$ cat config.mk
export PLATFORM = sky130hd
export DESIGN_NAME = fixedpoint_addsub_arbiter_flat
export DESIGN_NICKNAME = d
export VERILOG_FILES = /design/src/rtl/fixedpoint_addsub_arbiter_if.sv /design/src/rtl/fixedpoint_addsub_arbiter.sv /design/src/flat_wrapper.sv
export SDC_FILE = /design/constraint.sdc
export NUM_CORES = 1
export LEC_CHECK = 0
export ABC_AREA = 1
export ABC_CLOCK_PERIOD_IN_PS = 4580
export BUFFER_PORTS_ARGS = -buffer_cell sky130_fd_sc_hd__buf_2
export CELL_PAD_IN_SITES_DETAIL_PLACEMENT = 1
export CELL_PAD_IN_SITES_GLOBAL_PLACEMENT = 2
export CORE_UTILIZATION = 21
export DETAILED_ROUTE_END_ITERATION = 16
export PLACE_DENSITY = 0.79
export REMOVE_ABC_BUFFERS = 1
export SLEW_MARGIN = 10
export SYNTH_ARGS = -nofsm -noshare
export SYNTH_HDL_FRONTEND = slang
export SYNTH_SLANG_ARGS = --single-unit
$ cat constraint.sdc
create_clock -name clk -period 4.58 [get_ports clk]
set_clock_uncertainty 0.05 [all_clocks]
set_input_delay 0.458 -clock clk [delete_from_list [all_inputs] [get_ports clk]]
set_output_delay 0.458 -clock clk [all_outputs]
set_load 0.005 [all_outputs]
$ cat src/rtl/fixedpoint_addsub_arbiter_if.sv
// Handshake bundle between NREQ requesting lanes, the shared add/sub arbiter and its result consumer.
// The slave modport is the arbiter's view; the master modport is the lanes-plus-consumer view.
interface fixedpoint_addsub_arbiter_if #(
  parameter int NREQ = 4,
  parameter int WII  = 8,
  parameter int WIF  = 8,
  parameter int WOI  = 8,
  parameter int WOF  = 8,
  parameter int IDW  = (NREQ > 1) ? $clog2(NREQ) : 1
);
  logic [NREQ-1:0]           req_valid;
  logic [NREQ-1:0]           req_ready;
  logic [NREQ*(WII+WIF)-1:0] req_ina;
  logic [NREQ*(WII+WIF)-1:0] req_inb;
  logic [NREQ-1:0]           req_sub;
  logic                      out_valid;
  logic                      out_ready;
  logic [WOI+WOF-1:0]        out;
  logic [IDW-1:0]            out_id;
  logic                      out_upflow;
  logic                      out_downflow;

  modport master (
    output req_valid, req_ina, req_inb, req_sub, out_ready,
    input  req_ready, out_valid, out, out_id, out_upflow, out_downflow
  );

  modport slave (
    input  req_valid, req_ina, req_inb, req_sub, out_ready,
    output req_ready, out_valid, out, out_id, out_upflow, out_downflow
  );
endinterface

$ cat src/rtl/fixedpoint_addsub_arbiter.sv
// Round-robin shared fixed-point add/subtract unit with a single registered result slot.
// Exact sum is formed wide, fraction-reduced (round or floor), range-checked, then saturated or wrapped.
module fixedpoint_addsub_arbiter #(
  parameter int NREQ  = 4,
  parameter int WII   = 8,
  parameter int WIF   = 8,
  parameter int WOI   = 8,
  parameter int WOF   = 8,
  parameter int ROOF  = 1,
  parameter int ROUND = 1,
  parameter int IDW   = (NREQ > 1) ? $clog2(NREQ) : 1
) (
  input  logic                        clk,
  input  logic                        rst,
  fixedpoint_addsub_arbiter_if.slave  bus
);
  localparam int WI  = WII + WIF;
  localparam int WO  = WOI + WOF;
  localparam int WX  = WI + WO + 4;
  localparam int SHR = (WIF > WOF) ? WIF - WOF : 0;
  localparam int SHL = (WOF > WIF) ? WOF - WIF : 0;
  localparam int RSH = (SHR > 0) ? SHR - 1 : 0;
  localparam logic signed [WX-1:0] ONE  = 1;
  localparam logic signed [WX-1:0] VMAX = (ONE <<< (WO - 1)) - ONE;
  localparam logic signed [WX-1:0] VMIN = -(ONE <<< (WO - 1));

  logic                 out_valid_q, out_valid_d;
  logic [WO-1:0]        out_q, out_d;
  logic [IDW-1:0]       out_id_q, out_id_d;
  logic                 up_q, up_d;
  logic                 dn_q, dn_d;
  logic [IDW-1:0]       rr_q, rr_d;

  logic                 gnt_found, accept, xfer;
  logic [IDW-1:0]       gnt_idx, cand;
  logic [NREQ-1:0]      req_ready;
  logic [WI-1:0]        a_raw, b_raw;
  logic signed [WX-1:0] op_a, op_b, sum, rnd, red;
  logic [WO-1:0]        res;
  logic                 res_up, res_dn;

  // NOTE: every variable written in an always_comb gets a default first, so no path leaves it unassigned (no latch).
  always_comb begin
    gnt_found = 1'b0;
    gnt_idx   = '0;
    cand      = '0;
    for (int k = 0; k < NREQ; k++) begin
      cand = IDW'((int'(rr_q) + k) % NREQ);
      if (!gnt_found && bus.req_valid[cand]) begin
        gnt_found = 1'b1;
        gnt_idx   = cand;
      end
    end
    accept    = !out_valid_q || bus.out_ready;
    xfer      = accept && gnt_found && !rst;
    req_ready = '0;
    if (xfer) req_ready[gnt_idx] = 1'b1;
  end

  // Datapath works on the granted requester only; headroom in WX covers -(-min) and the rounding carry.
  always_comb begin
    a_raw = bus.req_ina[gnt_idx*WI +: WI];
    b_raw = bus.req_inb[gnt_idx*WI +: WI];
    op_a  = {{(WX-WI){a_raw[WI-1]}}, a_raw};
    op_b  = {{(WX-WI){b_raw[WI-1]}}, b_raw};
    sum   = bus.req_sub[gnt_idx] ? (op_a - op_b) : (op_a + op_b);
    rnd   = '0;
    if (ROUND != 0 && SHR > 0) rnd[RSH] = 1'b1;
    red    = ((sum + rnd) >>> SHR) <<< SHL;
    res_up = (red > VMAX);
    res_dn = (red < VMIN);
    res    = red[WO-1:0];
    if (ROOF != 0 && res_up) res = {1'b0, {(WO-1){1'b1}}};
    if (ROOF != 0 && res_dn) res = {1'b1, {(WO-1){1'b0}}};
  end

  always_comb begin
    out_valid_d = out_valid_q;
    out_d       = out_q;
    out_id_d    = out_id_q;
    up_d        = up_q;
    dn_d        = dn_q;
    rr_d        = rr_q;
    if (xfer) begin
      out_valid_d = 1'b1;
      out_d       = res;
      out_id_d    = gnt_idx;
      up_d        = res_up;
      dn_d        = res_dn;
      rr_d        = (gnt_idx == IDW'(NREQ - 1)) ? '0 : gnt_idx + IDW'(1);
    end else if (out_valid_q && bus.out_ready) begin
      out_valid_d = 1'b0;
    end
  end

  // NOTE: state registers use non-blocking assignments so every flop samples pre-edge values.
  always_ff @(posedge clk or posedge rst) begin
    if (rst) begin
      out_valid_q <= 1'b0;
      out_q       <= '0;
      out_id_q    <= '0;
      up_q        <= 1'b0;
      dn_q        <= 1'b0;
      rr_q        <= '0;
    end else begin
      out_valid_q <= out_valid_d;
      out_q       <= out_d;
      out_id_q    <= out_id_d;
      up_q        <= up_d;
      dn_q        <= dn_d;
      rr_q        <= rr_d;
    end
  end

  assign bus.req_ready    = req_ready;
  assign bus.out_valid    = out_valid_q;
  assign bus.out          = out_q;
  assign bus.out_id       = out_id_q;
  assign bus.out_upflow   = up_q;
  assign bus.out_downflow = dn_q;
endmodule

$ cat src/flat_wrapper.sv
// flat-port wrapper written by rule: the top's interface ports become plain ports
module fixedpoint_addsub_arbiter_flat 
#(
  parameter int NREQ  = 4,
  parameter int WII   = 8,
  parameter int WIF   = 8,
  parameter int WOI   = 8,
  parameter int WOF   = 8,
  parameter int ROOF  = 1,
  parameter int ROUND = 1,
  parameter int IDW   = (NREQ > 1) ? $clog2(NREQ) : 1
)
  (clk, rst, bus_req_valid, bus_req_ina, bus_req_inb, bus_req_sub, bus_out_ready, bus_req_ready, bus_out_valid, bus_out, bus_out_id, bus_out_upflow, bus_out_downflow);
  fixedpoint_addsub_arbiter_if #(.NREQ(NREQ), .WII(WII), .WIF(WIF), .WOI(WOI), .WOF(WOF), .IDW(IDW)) bus_i ();
  input  logic clk;
  input  logic rst;
  input wire logic [$bits(bus_i.req_valid)-1:0] bus_req_valid;
  input wire logic [$bits(bus_i.req_ina)-1:0] bus_req_ina;
  input wire logic [$bits(bus_i.req_inb)-1:0] bus_req_inb;
  input wire logic [$bits(bus_i.req_sub)-1:0] bus_req_sub;
  input wire logic [$bits(bus_i.out_ready)-1:0] bus_out_ready;
  output wire logic [$bits(bus_i.req_ready)-1:0] bus_req_ready;
  output wire logic [$bits(bus_i.out_valid)-1:0] bus_out_valid;
  output wire logic [$bits(bus_i.out)-1:0] bus_out;
  output wire logic [$bits(bus_i.out_id)-1:0] bus_out_id;
  output wire logic [$bits(bus_i.out_upflow)-1:0] bus_out_upflow;
  output wire logic [$bits(bus_i.out_downflow)-1:0] bus_out_downflow;
  assign bus_i.req_valid = bus_req_valid;
  assign bus_i.req_ina = bus_req_ina;
  assign bus_i.req_inb = bus_req_inb;
  assign bus_i.req_sub = bus_req_sub;
  assign bus_i.out_ready = bus_out_ready;
  assign bus_req_ready = bus_i.req_ready;
  assign bus_out_valid = bus_i.out_valid;
  assign bus_out = bus_i.out;
  assign bus_out_id = bus_i.out_id;
  assign bus_out_upflow = bus_i.out_upflow;
  assign bus_out_downflow = bus_i.out_downflow;
  fixedpoint_addsub_arbiter #(.NREQ(NREQ), .WII(WII), .WIF(WIF), .WOI(WOI), .WOF(WOF), .ROOF(ROOF), .ROUND(ROUND), .IDW(IDW)) u_core (.clk(clk), .rst(rst), .bus(bus_i));
endmodule
### Word level (Yosys, flattened, before mapping)

Index checks and enable logic that the tools add are counted.

* register bits: 23
* output and inout port bits: 25
* word-level logic and storage cells: 64

* add/sub/neg operators: 6
* $lt $le $gt $ge: 8
* equal/unequal tests: 1
* shift operators: 2
* mux-type cells: 27
* reductions and logical operators: 14

Operators by type and width (count)
* 64-bit by 7-bit indexed part select with 16-bit output: 2
* 36-bit by 16-bit > comparator with 1-bit output (second input constant): 1
* 36-bit by 16-bit < comparator with 1-bit output (second input constant): 1
* 36-bit two-way mux: 1
* 16-bit two-way mux: 2
* 16-bit by 16-bit adder with 17-bit output: 1
* 16-bit by 16-bit subtractor with 17-bit output: 1
* 2-bit by 3-bit < comparator with 1-bit output (second input constant): 5
* 1-bit two-way mux: 12
* 1-bit binary-select mux with 2-bit select: 5
* 2-bit two-way mux: 5
* 1-bit logical AND: 7
* 1-bit zero test: 5
* 2-bit by 1-bit adder with 2-bit output (second input constant): 2
* 2-bit adder (second input constant): 2
* 4-bit two-way mux: 1
* 1-bit demux with 2-bit select: 1
* 2-bit equality test (second input constant): 1
* 2-bit by 1-bit greater-or-equal comparator with 1-bit output (second input constant): 1
* 2-bit nonzero test: 1
* 1-bit logical OR: 1

### Longest topological paths before layout

Gate-level depths: netlist (run 1).

* depth in word-level cells: 18
* depth in mapped cells: 44
* depth with buffers taken out: 40

### Least setup slack after synthesis (run 1)

No wires, ideal clock.

* path type: register to register
* start: register u_core.rr_q[0]
* end: register u_core.out_q[3], in the netlist u_core.bus.out[3]
* library setup time: 0.066 ns
* arrival time: 4.610 ns
* data required time: 4.464 ns
* slack: -0.145 ns
* cell stages (with the launch flop): 44
* path buffers: 4
* period minus slack after synthesis: 4.725 ns
* cell sequence: dfrtp_1 > buf_6 > inv_4 > nand2_2 > nand3_2 > nand2_1 > inv_1 > nand2_1 > nand2_4 > nand3_4 > inv_4 > buf_6 > buf_4 > nand2_1 > nand2_1 > inv_1 > a32oi_2 > inv_1 > [... 8 more ...] > nor3_1 > nand2_1 > o211ai_1 > nand2_1 > nand2_1 > a21oi_1 > o21ai_0 > nand2_1 > nand2_1 > a21o_1 > a21o_1 > nand3_2 > nand3_1 > nand2_2 > inv_4 > buf_6 > nand2_1 > nand2_1

* word-level cells in the longest chain between the ends: 18

RTL lines
* start: declaration: RTL line fixedpoint_addsub_arbiter.sv:32 `logic [IDW-1:0] rr_q, rr_d;`
* start signal: assignment: RTL line fixedpoint_addsub_arbiter.sv:111 `rr_q <= rr_d;`
* branches (longest 18 deep; another with 2-bit by 1-bit adder with 2-bit output)
* end signal: assignment: RTL line fixedpoint_addsub_arbiter.sv:107 `out_q <= out_d;`
* end: declaration: RTL line fixedpoint_addsub_arbiter.sv:28 `logic [WO-1:0] out_q, out_d;`

Several ways; the timed one is not identified. The select of a mux whose other input is x is not followed.
A chain may end at the register's enable or synchronous reset.

### Final worst setup path (run 1)

* start: register u_core.rr_q[0]
* end: register u_core.out_q[13], in the netlist u_core.bus.out[13]

Same word-level chain as after synthesis.

==> impl_metrics.json, run 1 <==
{
  "dieArea_um2": 17700,
  "cts_hold_buf": 0,
  "ios": 164,
  "cts_made_buffers": 3,
  "placed_cells": 1022,
  "port_buffers": 163,
  "die_w_um": 133,
  "worst_slew_pin_slew_ns": 0.389,
  "finish.instance_area_um2": 5420,
  "path_max_fanout": 8,
  "antenna_found_initial": 3,
  "cts.sinks": 23,
  "cts_buffer_depth": 2,
  "groute.usage.overall_pct": 16.4,
  "fillers": 2217,
  "vias_per_cell": 4.46,
  "period_needed_ns": 4.63,
  "grt_pass1_vias": 4750,
  "num_vias": 4633,
  "fin_crit_sh_pct": 101,
  "path_clk_slew_ns": 0.07,
  "rsz0062_at_grt": "yes",
  "multi_input_area_um2": 2760,
  "place_area_um2": 5140,
  "syn_avg_cell_area_um2": 6.18,
  "postRouteAntennaNets": 0,
  "grt_max_degree": 31,
  "root_buffer": "clkbuf_16",
  "final_cells": 1039,
  "status": "finished with violations",
  "synth_area_um2": 3600,
  "synth_top_family_by_area": "simple AND/OR/NAND/NOR gates",
  "drcViolationCount": 0,
  "crit_type": "flop to flop",
  "dp_hpwl_mm": 12.0,
  "synth_mux_area_share_pct": 0,
  "yosys_warnings": 0,
  "regArea_um2": 577,
  "synth_fa_ha_area_share_pct": 7.85,
  "violations": "setup timing",
  "cp.required_ns": 4.68,
  "cpPeakStageDelay_ns": 0.47,
  "areaGrowthSynthToFinish_pct": 50.5,
  "wire_per_inst_um": 13.8,
  "placementRows": 47,
  "r2r-start": "u_core.rr_q[0]$_DFFE_PP0P_",
  "setup_viol_count_final": 15,
  "synth_cell_type_count": 41,
  "synth_compound_area_share_pct": 14.9,
  "r2r_cells": 34,
  "max_slew_margin_pct": 74.1,
  "regToRegSetupSlack_ns": -0.05,
  "netlist_instances": 583,
  "crit_arrival_ns": 4.73,
  "worst_path_most_repeated_cell": "nand2_1",
  "place.gp.congestion": 0.844,
  "core_um2": 16600,
  "worst_slack_ns": -0.0491,
  "synth_edf_count": 0,
  "grt_pass1_wl_mm": 23.2,
  "critPathLaunch": "u_core.rr_q[0]$_DFFE_PP0P_",
  "end_kind": "flop",
  "cts_tree": "built",
  "r2r_end": "u_core.bus.out[13]$_DFFE_PP0P_",
  "drive_above_1_share_pct": 40.2,
  "start_util_pct": 21.6,
  "finalHoldViolCount": 0,
  "cts_max_level": 1,
  "synth_seq_cells": 23,
  "max_freq_ghz": 0.216,
  "drtPass1Iterations": 5,
  "nNetsFinal": 978,
  "start_kind": "flop",
  "die-height_um": 133,
  "slew_viol_final": 0,
  "hold_path_class": "primary input to asynchronous set/reset pin",
  "routed_wl_mm": 14.3,
  "clock_latency_ns": 0.27,
  "drtIter0Drc": 138,
  "synth_xor_area_share_pct": 6.81,
  "synthFlopType": "dfrtp_1",
  "synth-simple-area-share_pct": 43.9,
  "async_flop_share_pct": 100,
  "drv_cap": 0,
  "cpMaxStageDelayCell": "dfrtp_2",
  "seq_area_frac_synth_pct": 16.0,
  "grt_overflow": 0
}
per-layer routing:
layer | global-route usage [%] | vias to the layer above | part of all wire (%)
li1 | - | 2392 | -
met1 | 20.7 | 2114 | 47
met2 | 29.8 | 117 | 48
met3 | 1.88 | 10 | 4.5
met4 | 3.07 | 0 | 0.93
met5 | 0 | - | 0
stage by stage:
step / worst slack, ns / util, % / hold WS, ns / setup TNS [ns]
global placement: -0.123 / 30.9 / 0.413 / -1.86
floorplan: -0.715 / - / 0.419 / -12.64
finish: -0.0491 / 32.6 / 0.184 / -0.451
CTS: -0.00202 / 32.0 / 0.201 / -0.00202
global route: -0.429 / 32.6 / 0.236 / -6.81
detailed placement: -0.256 / 30.9 / 0.418 / -3.97
worst max-delay path by stage:
| stage | endpoint | slack (ns) | cells past startpoint |
|---|---|---|---|
| after detailed placement | u_core.bus.out[13]$_DFFE_PP0P_ | -0.26 | 36 |
| final | u_core.bus.out[13]$_DFFE_PP0P_ | -0.05 | 34 |
| after global placement | u_core.bus.out[5]$_DFFE_PP0P_ | -0.12 | 36 |
| after floorplan | u_core.bus.out[0]$_DFFE_PP0P_ | -0.72 | 39 |
| after global routing | u_core.bus.out[13]$_DFFE_PP0P_ | -0.43 | 35 |
| after CTS | u_core.bus.out[4]$_DFFE_PP0P_ | -0.002 | 36 |
area by class of cell:
| class | instances | share of cell area (%) |
|---|---|---|
| Multi-Input combinational cell | 484 | 50.9 |
| Timing Repair Buffer | 254 | 27.8 |
| Sequential cell | 23 | 10.6 |
| Tap cell | 220 | 5.08 |
| Inverter | 50 | 3.78 |
| Clock buffer | 3 | 1.38 |
| Timing Repair inverter | 1 | 0.162 |
| Antenna cell | 3 | 0.138 |
| Clock inverter | 1 | 0.0923 |
sequential cells by signal, indices dropped and copies added (netlist names):
signal / count
u_core.bus.out: 16
u_core.bus.out_downflow: 1
u_core.bus.out_id: 2
u_core.bus.out_upflow: 1
u_core.bus.out_valid: 1
u_core.rr_q: 2
timing repair:
item	CTS	global route
setup endpoints to repair	18	18
gates cloned	2	0
pin swaps	4	9
resized for setup	14	25
setup buffers	6	2
cell usage after synthesis (all sizes together) (2+ instances only):
cell	count	area [um2]
a32o	2	20.0
clkbuf	9	33.8
inv	49	191
nor3	4	20.0
o21a	2	15.0
buf	18	144
nand4	19	125
a21oi	39	195
o211ai	3	22.5
a32oi	17	164
and2	2	12.5
nand3	45	290
a21o	2	15.0
xnor2	8	70.1
ha	21	263
nand2	250	998
dfrtp	23	576
xor2	20	175
nor2	28	130
o21ai	15	75.1
worst max-delay path, delay by kind of cell, from the launching register on:
kind	cells	cell delay, ns
flops	1	0.47
buf+inv	5	0.57
simple gates	20	1.88
compound gates	7	1.06
fa+ha+maj	1	0.30
xor+xnor	1	0.15
placed cells by master, fill, tap and decap left out, drive strengths merged:
cell type / count
o211ai: 3
buf: 254
a32oi: 17
ha: 21
diode: 3
fa: 1
a21o: 2
o2bb2ai: 1
nor2: 28
a21oi: 39
nand4: 19
nand2: 250
xor2: 20
inv: 50
o31ai: 1
xnor2: 8
a31oi: 1
and2: 2
nand3: 46
o221ai: 1
dfrtp: 23
or2: 1
clkinv: 2
o21ai: 15
clkbuf: 3
a32o: 2
nor3: 4
o21a: 2
cell families after synthesis:
logic type | Yosys count
AO/OA/AOI/OAI | 84
XOR/XNOR | 28
adder cells (fa/ha/maj) | 22
buffers and inverters | 77
flip-flops | 23
AND/OR/NAND/NOR | 349
Power of run 1 is not shown: default switching activity piles up to over one toggle a cycle in this logic, so the estimate is an artifact.
==> run 2, diff against run 1 <==
--- a/config.mk
+++ b/config.mk
@@ -8,13 +8,16 @@
 export ABC_AREA = 1
 export ABC_CLOCK_PERIOD_IN_PS = 4580
 export BUFFER_PORTS_ARGS = -buffer_cell sky130_fd_sc_hd__buf_2
+export CAP_MARGIN = 40
 export CELL_PAD_IN_SITES_DETAIL_PLACEMENT = 1
 export CELL_PAD_IN_SITES_GLOBAL_PLACEMENT = 2
 export CORE_UTILIZATION = 21
 export DETAILED_ROUTE_END_ITERATION = 16
 export PLACE_DENSITY = 0.79
+export RECOVER_POWER = 25
 export REMOVE_ABC_BUFFERS = 1
 export SLEW_MARGIN = 10
 export SYNTH_ARGS = -nofsm -noshare
 export SYNTH_HDL_FRONTEND = slang
 export SYNTH_SLANG_ARGS = --single-unit
+export TNS_END_PERCENT = 20
==> run 2 against run 1 <==
  * The flow still finishes with violations (setup timing)
  * Routed wire length barely moved
  * Core utilization unchanged
  * First-iteration DRC count up 6.5%
  * Count of clock-buffer cells in the layout is the same
  * Die area is the same
  * Maximum frequency hardly changed
  * Worst hold slack barely moved
  * Design area did not move
==> impl_metrics.json, run 2 (synthesized netlist as in run 1, its figures left out) <==
{
  "r2r_end": "u_core.bus.out[13]$_DFFE_PP0P_",
  "hold_path_class": "primary input to asynchronous set/reset pin",
  "critPathLaunch": "u_core.rr_q[0]$_DFFE_PP0P_",
  "max_slew_margin_pct": 74.1,
  "root_buffer": "clkbuf_16",
  "cts_hold_buf": 0,
  "path_max_fanout": 8,
  "wire_per_inst_um": 13.8,
  "grt_overflow": 0,
  "status": "finished with violations",
  "cp.required_ns": 4.69,
  "die-height_um": 133,
  "dp_hpwl_mm": 12.0,
  "place.gp.congestion": 0.844,
  "worst_slew_pin_slew_ns": 0.389,
  "crit_type": "flop to flop",
  "die_w_um": 133,
  "cpMaxStageDelayCell": "dfrtp_2",
  "drive_above_1_share_pct": 40.2,
  "drtPass1Iterations": 5,
  "start_kind": "flop",
  "end_kind": "flop",
  "vias_per_cell": 4.46,
  "dieArea_um2": 17700,
  "crit_arrival_ns": 4.73,
  "port_buffers": 163,
  "cts_tree": "built",
  "clock_latency_ns": 0.27,
  "grt_pass1_wl_mm": 23.2,
  "cts_made_buffers": 3,
  "place_area_um2": 5140,
  "core_um2": 16600,
  "path_buf_inv": 5,
  "path_clk_slew_ns": 0.07,
  "fillers": 2217,
  "areaGrowthSynthToFinish_pct": 50.5,
  "grt_max_degree": 31,
  "ios": 164,
  "placed_cells": 1022,
  "final_common_cell": "nand2_1",
  "worst_slack_ns": -0.0463,
  "cts_buffer_depth": 2,
  "cpLargestDelayFamily": "simple AND/OR/NAND/NOR gates",
  "setup_viol_count_final": 15,
  "fin_hold_ws_ns": 0.184,
  "antenna_found_initial": 3,
  "cpPeakStageDelay_ns": 0.47,
  "finalHoldViolCount": 0,
  "final_cell_mix": "222 x nand2_1, 163 x buf_2, 89 x buf_4, 43 x inv_1, 35 x a21oi_1",
  "cts.sinks": 23,
  "drv_cap": 0,
  "start_util_pct": 21.6,
  "postRouteAntennaNets": 0,
  "largest_reg_flops": 16,
  "rsz0062_at_grt": "yes",
  "drtIter0Drc": 147,
  "grt_pass1_vias": 4750,
  "max_freq_ghz": 0.216,
  "worst_path_most_repeated_cell": "nand2_1",
  "period_needed_ns": 4.63,
  "num_vias": 4632,
  "nNetsFinal": 978,
  "r2r_cells": 34,
  "routed_wl_mm": 14.3,
  "groute.usage.overall_pct": 16.4,
  "cts_max_level": 1,
  "fin_crit_sh_pct": 101,
  "r2r-start": "u_core.rr_q[0]$_DFFE_PP0P_",
  "placementRows": 47,
  "regToRegSetupSlack_ns": -0.05,
  "violations": "setup timing",
  "slew_viol_final": 0,
  "final_cells": 1039,
  "drcViolationCount": 0,
  "finish.instance_area_um2": 5420
}
==> run 2: how the worst max path moves through the flow <==
stage,slack [ns],to,cells after the start
2_1_floorplan,-0.72,u_core.bus.out[0]$_DFFE_PP0P_,39
3_3_place_gp,-0.12,u_core.bus.out[5]$_DFFE_PP0P_,36
3_5_place_dp,-0.26,u_core.bus.out[13]$_DFFE_PP0P_,36
4_1_cts,-0.002,u_core.bus.out[4]$_DFFE_PP0P_,36
5_1_grt,-0.43,u_core.bus.out[13]$_DFFE_PP0P_,35
6_report,-0.05,u_core.bus.out[13]$_DFFE_PP0P_,34
==> run 2: final cells by class <==
class / count / area, um2 / share of cell area (%)
repair inverters: 1 / 8.76 / 0.162
diodes: 3 / 7.51 / 0.138
multi-input cells: 484 / 2760 / 50.9
clock inverters: 1 / 5.00 / 0.0923
inverters: 50 / 205 / 3.78
well taps: 220 / 275 / 5.08
repair buffers: 254 / 1510 / 27.8
clock buffers: 3 / 75.1 / 1.38
flip-flops and latches: 23 / 577 / 10.6
==> run 2: per-stage QoR <==
stage	TNS, ns	setup WS, ns	utilization [%]
global route	-6.81	-0.429	32.6
finish	-0.402	-0.0463	32.6
floorplan	-12.64	-0.715	-
CTS	-0.00202	-0.00202	32.0
global placement	-1.86	-0.123	30.9
detailed placement	-3.97	-0.256	30.9
==> run 2: per-layer routing <==
layer,global-route usage (%),vias up,wire length [um]
met2,29.8,118,6850
met5,0,-,0
met3,1.88,9,652
met4,3.07,0,140
li1,-,2393,-
met1,20.7,2112,6710
==> run 2: timing repair <==
action | 4_1_cts | 5_1_grt
gates resized for setup | 14 | 25
endpoints found under the setup margin | 18 | 18
gates cloned | 2 | 0
pin swaps | 4 | 9
endpoints found under the hold margin | 0 | 0
buffers inserted | 6 | 2
==> run 2: worst reg2reg max path, delay by kind of cell (launching register included) <==
kind            cells  cell delay, ns
flops               1            0.47
simple gates       20            1.89
buf+inv             5            0.56
compound gates      7            1.06
fa+ha+maj           1            0.30
xor+xnor            1            0.15
Power of run 2 is left out for the same reason.
==> run 3, diff against run 2 <==
--- a/config.mk
+++ b/config.mk
@@ -16,6 +16,7 @@
 export PLACE_DENSITY = 0.79
 export RECOVER_POWER = 25
 export REMOVE_ABC_BUFFERS = 1
+export SETUP_SLACK_MARGIN = 0.4
 export SLEW_MARGIN = 10
 export SYNTH_ARGS = -nofsm -noshare
 export SYNTH_HDL_FRONTEND = slang
==> run 3 against run 2 <==
  * The run still ends with setup timing left
  * Register-to-register slack got worse by 0.12 ns
  * Non-clock buffer count increased by 8
  * Critical path depth increased by 5
  * Die area unchanged
  * Core utilization increased by 1.4 points
  * Setup slack got worse by 0.12 ns
  * Worst hold slack got worse by 0.0013 ns
  * Sequential cell count unchanged
  * Maximum frequency decreased by 2.5%
  * Global-route usage increased by 0.67 points
  * Design area increased by 4.3%
  * Via count increased by 2.0%
  * Critical path type unchanged
  * Largest cell class unchanged
  * Highest routed layer unchanged
==> impl_metrics.json, run 3 (synthesized netlist as in run 1, its figures left out) <==
{
  "status": "finished with violations",
  "violations": "setup timing",
  "antenna_found_initial": 1,
  "dr_wl_met3_um": 689,
  "ios": 164,
  "dp_hpwl_mm": 12.0,
  "cpPeakStageDelay_ns": 0.51,
  "grt_overflow": 0,
  "num_vias": 4723,
  "dieArea_um2": 17700,
  "max_freq_ghz": 0.211,
  "route.met2.wl_mm": 7.25,
  "groute.usage.overall_pct": 17.0,
  "placementRows": 47,
  "fin_crit_sh_pct": 104,
  "cts.sinks": 23,
  "core_um2": 16600,
  "finish.instance_area_um2": 5650,
  "drive_above_1_share_pct": 44.5,
  "max_slew_margin_pct": 69.5,
  "grt_max_degree": 31,
  "cts_max_level": 1,
  "start_util_pct": 21.6,
  "final_cell_mix": "205 x nand2_1, 163 x buf_2, 92 x buf_4, 39 x inv_1, 36 x nand2_2",
  "port_buffers": 163,
  "rsz0062_at_grt": "yes",
  "end_kind": "flop",
  "wire_per_inst_um": 14.3,
  "largest_reg_flops": 16,
  "finalHoldViolCount": 0,
  "drtPass1Iterations": 6,
  "route.layer.met1.wl_mm": 6.94,
  "postRouteAntennaNets": 0,
  "regToRegSetupSlack_ns": -0.17,
  "cpMaxStageDelayCell": "dfrtp_2",
  "place_area_um2": 5140,
  "clock_latency_ns": 0.27,
  "cts_tree": "built",
  "worst_slew_pin_slew_ns": 0.457,
  "routed_wl_mm": 15.0,
  "slew_viol_final": 0,
  "hold_path_class": "primary input to asynchronous set/reset pin",
  "nNetsFinal": 989,
  "grt_pass1_wl_mm": 24.1,
  "areaGrowthSynthToFinish_pct": 56.9,
  "crit_type": "flop to flop",
  "cts_made_buffers": 3,
  "setup_viol_count_final": 18,
  "tns_ns": -2.46,
  "final_common_cell": "nand2_1",
  "cts_buffer_depth": 2,
  "path_clk_slew_ns": 0.07,
  "worst_slack_ns": -0.166,
  "vias_per_cell": 4.51,
  "worst_path_most_repeated_cell": "nand2_1",
  "highest_layer": "met4",
  "drv_cap": 0,
  "grt_pass1_vias": 4844,
  "drcViolationCount": 0,
  "crit_arrival_ns": 4.85,
  "cts_hold_buf": 0,
  "cp.required_ns": 4.69,
  "die-height_um": 133,
  "start_kind": "flop",
  "root_buffer": "clkbuf_16",
  "path_max_fanout": 8,
  "drtIter0Drc": 134,
  "die_w_um": 133,
  "period_needed_ns": 4.75,
  "place.gp.congestion": 0.844
}
==> run 3: cell count changes in the layout (fill, tap and decap cells not counted), moves of 5 or more <==
| cell | previous run | this run |
|---|---|---|
| nand3_1 | 33 | 28 |
| nand2_2 | 23 | 36 |
| nand2_1 | 222 | 205 |
| nand2_4 | 4 | 9 |
==> run 3: final timing paths <==
path	startpoint	end	cells after the start
setup / recovery	u_core.rr_q[0]$_DFFE_PP0P_	u_core.bus.out[13]$_DFFE_PP0P_	39
hold / removal	rst	u_core.bus.out_valid$_DFFE_PP0P_	3
setup reg to reg	u_core.rr_q[0]$_DFFE_PP0P_	u_core.bus.out[13]$_DFFE_PP0P_	39
hold reg to reg	u_core.bus.out[6]$_DFFE_PP0P_	u_core.bus.out[6]$_DFFE_PP0P_	2
max in group asynchronous	rst	u_core.rr_q[0]$_DFFE_PP0P_	3
min in group clk	bus_out_ready	u_core.bus.out_valid$_DFFE_PP0P_	4
==> run 3: timing repair <==
item / 4_1_cts / 5_1_grt
buffers inserted: 16 / 0
gates resized for setup: 38 / 45
setup endpoints to repair: 18 / 18
pin swaps: 15 / 15
cloned: 4 / 1
hold endpoints to repair: 0 / 0
==> run 3: final cells by class <==
type	count	area, um2
Fill cell	2196	11000
Timing Repair Buffer	262	1590
Sequential cell	23	577
Tap cell	220	275
Antenna cell	1	2.50
Clock buffer	3	75.1
Timing Repair inverter	2	15.0
Multi-Input combinational cell	486	2910
Clock inverter	1	5.00
Inverter	50	208
==> run 3: metal layers <==
| metal | track usage [%] | up-vias |
|---|---|---|
| li1 | - | 2418 |
| met1 | 21.8 | 2176 |
| met4 | 2.81 | 0 |
| met3 | 1.88 | 7 |
| met5 | 0 | - |
| met2 | 30.9 | 122 |
==> run 3: critical path, delay by kind of cell, from the launching register on <==
kind	cells	cell delay, ns
flip-flops	1	0.51
AND/OR/NAND/NOR	24	1.92
buffers and inverters	6	0.55
AO/OA/AOI/OAI	6	0.92
XOR/XNOR	1	0.21
adder cells (fa/ha/maj)	2	0.45
==> run 3: through the flow <==
| stage | hold WS [ns] | util [%] | instances | worst slack [ns] |
|---|---|---|---|---|
| floorplan | 0.419 | - | 556 | -0.715 |
| global placement | 0.413 | 30.9 | 1022 | -0.123 |
| detailed placement | 0.418 | 30.9 | 1022 | -0.256 |
| CTS | 0.201 | 33.0 | 1046 | 0.0346 |
| global route | 0.236 | 34.0 | 1047 | -0.495 |
| finish | 0.183 | 34.0 | 1048 | -0.166 |
Power of run 3 is left out for the same reason.
